`src/rtl/fpm_arbiter.sv`:
```
// Round-robin arbiter that time-shares one combinational single-precision multiplier.
// Operands and the product are both registered, so the long multiply path is bounded by flops.
module fpm_arbiter #(
  parameter int NUM_REQ = 4,
  parameter int IDW     = 2
) (
  input  logic                   clk,
  input  logic                   rst,
  input  logic [NUM_REQ-1:0]     req_valid,
  input  logic [32*NUM_REQ-1:0]  req_a,
  input  logic [32*NUM_REQ-1:0]  req_b,
  output logic [NUM_REQ-1:0]     req_ready,
  output logic [NUM_REQ-1:0]     resp_valid,
  input  logic [NUM_REQ-1:0]     resp_ready,
  output logic [31:0]            resp_result,
  output logic [IDW-1:0]         grant_id,
  output logic                   busy
);

  typedef enum logic [1:0] {IDLE, EXEC, RESP} state_t;

  state_t         state_reg;
  logic [IDW-1:0] rr_ptr_reg;
  logic [IDW-1:0] grant_id_reg;
  logic [31:0]    op_a_reg;
  logic [31:0]    op_b_reg;
  logic [31:0]    resp_result_reg;

  logic           win_found;
  logic [IDW-1:0] win_idx;
  logic [IDW:0]   cand;

  // Scan offsets from high to low so the smallest offset from rr_ptr wins.
  always_comb begin
    win_found = 1'b0;
    win_idx   = '0;
    cand      = '0;
    for (int k = NUM_REQ - 1; k >= 0; k--) begin
      cand = {1'b0, rr_ptr_reg} + (IDW+1)'(k);
      if (cand >= (IDW+1)'(NUM_REQ))
        cand = cand - (IDW+1)'(NUM_REQ);
      if (req_valid[cand[IDW-1:0]]) begin
        win_found = 1'b1;
        win_idx   = cand[IDW-1:0];
      end
    end
  end

  // Truncating multiplier: no rounding, exponent wraps modulo 256.
  logic [7:0]  ea, eb, exp_res;
  logic [23:0] sig_a, sig_b;
  logic [47:0] prod;
  logic [24:0] prod_top;
  logic [22:0] mant_res;
  logic        zero_op;
  logic [31:0] fpm_result;

  assign ea       = op_a_reg[30:23];
  assign eb       = op_b_reg[30:23];
  assign sig_a    = {1'b1, op_a_reg[22:0]};
  assign sig_b    = {1'b1, op_b_reg[22:0]};
  assign prod     = 48'(sig_a) * 48'(sig_b);
  assign prod_top = 25'(prod >> 23);
  assign mant_res = prod_top[24] ? prod_top[23:1] : prod_top[22:0];
  assign exp_res  = ea + eb + {7'b0, prod_top[24]} - 8'd127;
  assign zero_op  = (op_a_reg[30:0] == 31'd0) || (op_b_reg[30:0] == 31'd0);
  assign fpm_result = zero_op ? 32'h0000_0000
                              : {op_a_reg[31] ^ op_b_reg[31], exp_res, mant_res};

  always_ff @(posedge clk) begin
    if (rst) begin
      state_reg       <= IDLE;
      rr_ptr_reg      <= '0;
      grant_id_reg    <= '0;
      op_a_reg        <= '0;
      op_b_reg        <= '0;
      resp_result_reg <= '0;
    end else begin
      case (state_reg)
        IDLE: begin
          if (win_found) begin
            op_a_reg     <= req_a[32*int'(win_idx) +: 32];
            op_b_reg     <= req_b[32*int'(win_idx) +: 32];
            grant_id_reg <= win_idx;
            state_reg    <= EXEC;
          end
        end
        EXEC: begin
          resp_result_reg <= fpm_result;
          state_reg       <= RESP;
        end
        RESP: begin
          if (resp_ready[grant_id_reg]) begin
            rr_ptr_reg <= (grant_id_reg == IDW'(NUM_REQ - 1)) ? '0 : grant_id_reg + 1'b1;
            state_reg  <= IDLE;
          end
        end
        default: state_reg <= IDLE;
      endcase
    end
  end

  for (genvar gi = 0; gi < NUM_REQ; gi++) begin : g_port
    assign req_ready[gi]  = (state_reg == IDLE) && win_found && (win_idx == IDW'(gi));
    assign resp_valid[gi] = (state_reg == RESP) && (grant_id_reg == IDW'(gi));
  end

  assign resp_result = resp_result_reg;
  assign grant_id    = grant_id_reg;
  assign busy        = (state_reg != IDLE);

endmodule

```
`config.mk`:
```
export PLATFORM = sky130hd
export DESIGN_NAME = fpm_arbiter
export DESIGN_NICKNAME = d
export VERILOG_FILES = /design/src/rtl/fpm_arbiter.sv
export SDC_FILE = /design/constraint.sdc
export NUM_CORES = 2
export LEC_CHECK = 0
export ABC_CLOCK_PERIOD_IN_PS = 20000
export CAP_MARGIN = 20
export CORE_AREA = 10 10 235 237
export CTS_CLUSTER_SIZE = 30
export DETAILED_ROUTE_END_ITERATION = 6
export DIE_AREA = 0 0 245 247
export GPL_ROUTABILITY_DRIVEN = 1
export GPL_TIMING_DRIVEN = 1
export PLACE_DENSITY = 0.72
export SYNTH_ARGS = -nofsm -noshare
export SYNTH_HDL_FRONTEND = slang
export SYNTH_SLANG_ARGS = --single-unit
```
`constraint.sdc`:
```
create_clock -name clk -period 20 [get_ports clk]
set_clock_uncertainty 0.2 [all_clocks]
set_input_delay 2 -clock clk [delete_from_list [all_inputs] [get_ports clk]]
set_output_delay 2 -clock clk [all_outputs]
set_load 0.005 [all_outputs]
```
Word level (Yosys, flattened, before mapping)
Index checks and enable logic that the tools add are counted.
{"block": "totals", "ff_bits": 102, "in_bits": 266, "wordCells": 87}
{"block": "op_classes", "add_sub_neg": 11, "multipliers": 1, "magnitude_cmp": 9, "n_eq_ne": 10, "shift": 2, "mux": 28, "bitwise": 1, "n_reduce_logical": 19}
{"cell": "variable part select 128 x 8 -> 32 bit", "n": 2}
{"cell": "zero test 31 bit", "n": 2}
{"cell": "multiplier 24 x 24 -> 48 bit", "n": 1}
{"cell": "two-way mux 32 bit", "n": 1}
{"cell": "two-way mux 23 bit", "n": 1}
{"cell": "two-way mux 2 bit", "n": 11}
{"cell": "< comparator 2 x 3 -> 1 bit (second input constant)", "n": 5}
{"cell": "binary-select mux 1 bit (select 2 bit)", "n": 5}
{"cell": "equality test 2 bit (second input constant)", "n": 5}
{"cell": ">= comparator 3 bit (second input constant)", "n": 3}
{"cell": "logical AND 1 bit", "n": 9}
{"cell": "two-way mux 1 bit", "n": 9}
{"cell": "adder 8 x 1 -> 8 bit", "n": 1}
{"cell": "adder 8 bit", "n": 1}
{"cell": "subtractor 2 x 1 -> 2 bit (second input constant)", "n": 4}
{"cell": "subtractor 8 x 7 -> 8 bit (second input constant)", "n": 1}
{"cell": "adder 2 x 2 -> 3 bit (second input constant)", "n": 2}
{"cell": "equality test 2 x 1 -> 1 bit (second input constant)", "n": 3}
{"cell": "zero test 2 bit", "n": 3}
{"cell": "one-hot mux 2 bit (3 select lines)", "n": 1}
{"cell": "AND reduction 2 bit", "n": 3}
{"cell": "inequality test 2 bit (second input constant)", "n": 2}
{"cell": "adder 2 x 1 -> 3 bit (second input constant)", "n": 1}
{"cell": ">= comparator 2 x 3 -> 1 bit (second input constant)", "n": 1}
{"cell": "other kinds (4)", "n": 4}

Logic depth before layout (Yosys ltp)
{"block": "logic_depth", "ltp_word": 11, "mapped_depth": 38, "depth_no_buf": 35}

Worst setup path before layout
OpenSTA, ideal clock, no wires.
{"block": "synth_timing", "kind": "flip-flop to flip-flop", "from": "register op_b_reg[3]", "to": "register resp_result_reg[30], in the netlist resp_result[30]", "arrival_ns": 8.365, "required_ns": 19.672, "setup_slack_ns": 11.308, "path_stages_with_launch": 37, "n_path_buf": 2, "period_less_slack_ns": 8.692, "cell_sequence": "dfxtp_1 clkbuf_1 clkbuf_1 nand2_1 fa_1 inv_1 fa_1 inv_1 fa_1 inv_1 fa_1 inv_1 fa_1 inv_1 fa_1 inv_1 fa_1 inv_1 ha_1 and3_4 nand4_4 or4_4 o32ai_2 o2111ai_4 a41oi_2 o211a_4 or2b_1 ha_1 a21o_1 a21oi_1 o21bai_1 a21oi_1 o21bai_1 a21oi_1 xnor2_1 a22oi_1 nor2_1"}
{"block": "synth_via", "elab_chain_cells": 4, "elab_cells_between_ends": 6, "cone_classes": "add/sub: 2; mul: 1; mux: 1; reduce/logical: 2"}
{"element": "from (decl)", "line_no": "26", "source": "logic [31:0] op_b_reg;"}
{"element": "from (signal assigned)", "line_no": "83", "source": "op_b_reg <= req_b[32*int'(win_idx) +: 32];"}
{"element": "multiplier 24 x 24 -> 48 bit", "line_no": "62", "source": "assign prod = 48'(sig_a) * 48'(sig_b);"}
{"element": "adder 8 x 1 -> 8 bit", "line_no": "65", "source": "assign exp_res = ea + eb + {7'b0, prod_top[24]} - 8'd127;"}
{"element": "subtractor 8 x 7 -> 8 bit", "line_no": "65"}
{"element": "two-way mux 32 bit *", "line_no": "67", "source": "assign fpm_result = zero_op ? 32'h0000_0000"}
{"element": "to (signal assigned)", "line_no": "89", "source": "resp_result_reg <= fpm_result;"}
{"element": "to (decl)", "line_no": "27", "source": "logic [31:0] resp_result_reg;"}
Mark *: on every way between the ends. The rest lies on a longest branch, timed or not.
A chain may end at the register's enable or synchronous reset.

Worst setup path in the final report
{"block": "layout_timing", "from": "register op_b_reg[8]", "to": "register resp_result_reg[30], in the netlist resp_result[30]"}
The elaborated chain is that of the path after synthesis.

==> results.py <==
metrics = {
    "timing": {
        "setup_viol": 0,
        "fin_tns_setup_ns": 0,
        "period_share": 0.498,
        "max_freq_mhz": 100,
        "slew_headroom": 0.241,
        "rsz0062_at_grt": "no",
        "hold_violations": 0,
        "period_needed_ns": 9.96,
        "tightest_slew_ns": 1.14,
        "drv_slew": 0,
    },
    "yosys": {
        "synth-main-ff-cell": "dfxtp_1",
        "ys_seq_area_frac": 0.0820,
        "yosysTopAreaCell": "fa_1",
        "synth-edff-count": 0,
        "synth_cell_types": 74,
        "synth_area_leaders": "fa_1 39%, ha_1 9.3%, inv_1 8.7%",
        "ys_seq_elements": 102,
        "async_flop_share": 0,
        "synth_most_common_cell": "inv_1",
        "synth_fp_nets": 3919,
        "syn_area_um2": 24900,
        "syn_avg_cell_area_um2": 8.34,
        "syn_inst": 2985,
        "synth_top_area_share": 0.387,
        "ys_top_cells_by_count": "580 x inv_1, 482 x fa_1, 473 x nand2_1, 273 x and2_1, 186 x ha_1",
        "yosys_warnings": 0,
    },
    "clock_tree": {
        "cts_sinks": 102,
        "cts_root_buf": "clkbuf_16",
        "cts_tree": "built",
        "post_cts_buffers": 0,
        "path_clk_slew_ns": 0.08,
        "clk_latency_ns": 0.38,
        "htree_levels": 3,
        "clk_path_buf_depth": 2,
        "cts_hold_repair.buffers": 0,
        "cts_resized": 0,
        "cts_made_buffers": 9,
    },
    "placement": {
        "port_buffers": 308,
        "routabilityCongestion": 0.960,
        "dp_hpwl_um": 68700,
    },
    "route": {
        "firstDrtPassIters": 7,
        "drc": 0,
        "drtIter0Drc": 1440,
        "wl_per_cell_um": 21.5,
        "vias": 21561,
        "wirelength_um": 82800,
        "ant_nets": 0,
        "avgViaCountPerCell": 5.59,
    },
    "grt": {
        "antenna_found_initial": 2,
        "first_global_vias": 22965,
        "grt_max_degree": 99,
        "grt_overflow": 0,
        "grt_first_pass_wirelength_um": 129000,
        "globalRouteTotalUtil": 0.275,
    },
    "worst_setup_path": {
        "cp_max_fo": 24,
        "cp-start-kind": "flip-flop",
        "required_ns": 20.04,
        "r2r-start": "op_b_reg[8]$_SDFFE_PP0P_",
        "slowest_delay_ns": 0.76,
        "worst_setup_path_end_kind": "flip-flop",
        "crit_type": "reg2reg",
        "crit_top_cell": "fa_1",
        "arrival_ns": 10.00,
        "crit_slowest_cell": "dfxtp_1",
        "cp-startpoint": "op_b_reg[8]$_SDFFE_PP0P_",
    },
    "die": {
        "io_pins": 309,
        "fp.dieArea_um2": 60500,
        "die_h_um": 247,
        "initial_core_util": 0.491,
        "coreArea_um2": 50700,
        "fp.dieW_um": 245,
        "rows": 83,
    },
    "pwr": {
        "ir_drop_mv": 0.0866,
        "leakage_nw": 13.5,
        "p_per_area_nw_per_um2": 74.1,
    },
    "status": {
        "status": "complete, no violations",
    },
    "layout": {
        "area_growth_syn_to_layout_pct": 16.6,
        "final_net_count": 4107,
        "antennaDiodeCount": 0,
        "drive_above_1_share": 0.0315,
        "post-route-util": 0.573,
    },
    "hold_path": {
        "min_path_type": "reg2reg",
        "min_from": "resp_result[14]$_SDFFE_PP0N_",
    },
    "job": {
        "drv_cap": 0,
    },
}
## cells by family after synthesis
family / count (synthesis) / synth area share
buf+inv: 769 / 0.119
compound gates: 386 / 0.110
flops: 102 / 0.0820
simple gates: 1028 / 0.196
mux: 3 / 0.00171
fa+ha+maj: 668 / 0.481
xor+xnor: 29 / 0.0107
## where the power goes
part	switching [mW]	internal, mW
Combinational	1.00	0.651
Sequential	0.0504	0.239
Clock	0.0908	0.118
## worst max-delay path: cells and delay by family (launching register included)
family | cells | cell delay, ns
AND/OR/NAND/NOR | 6 | 1.53
buffers and inverters | 7 | 0.80
AO/OA/AOI/OAI | 11 | 2.35
adder cells (fa/ha/maj) | 9 | 4.07
XOR/XNOR | 1 | 0.09
flip-flops | 1 | 0.76
## final timing paths
check	end	cells past startpoint	slack (ns)
setup / recovery	resp_result[30]$_SDFFE_PP0N_	34	10.04
hold / removal	resp_result[14]$_SDFFE_PP0N_	2	0.27
setup reg to reg	resp_result[30]$_SDFFE_PP0N_	34	10.04
hold reg to reg	resp_result[14]$_SDFFE_PP0N_	2	0.27
## area by class of cell
class	instances	area [um^2]
Clock inverter	5	87.6
Clock buffer	11	253
Multi-Input combinational cell	2114	20000
Inverter	582	2180
Fill cell	4612	21600
Sequential cell	102	2040
Timing Repair Buffer	364	3660
Tap cell	680	851
## routing by layer
| metal | global-route usage | routed length [um] |
|---|---|---|
| met5 | 0 | 18 |
| met4 | 0.147 | 4890 |
| met2 | 0.476 | 41600 |
| met1 | 0.314 | 30200 |
| met3 | 0.0589 | 6010 |
## metrics by stage
step	hold slack (ns)	cells	setup WS [ns]	area [um^2]	power, mW
CTS	0.270	3852	10.09	28900	2.16
detailed placement	0.254	3836	10.13	28600	1.94
finish	0.267	3858	10.04	29000	2.15
global placement	0.240	3832	10.31	28500	1.90
global route	0.288	3858	9.56	29000	2.37
floorplan	0.250	2985	11.31	24900	1.43
## cells in the final DEF, fill, tap and decap left out, drive strengths merged, types with 20 or more instances in the layout
| master | count |
|---|---|
| nand3 | 31 |
| o21ai | 28 |
| buf | 55 |
| nor2 | 146 |
| a211oi | 73 |
| and2 | 288 |
| nand2 | 473 |
| nor3 | 20 |
| inv | 582 |
| fa | 482 |
| clkdlybuf4s50 | 307 |
| dfxtp | 102 |
| a311oi | 65 |
| a21oi | 116 |
| ha | 186 |
Note: power is estimated with default switching activity, not from simulation.
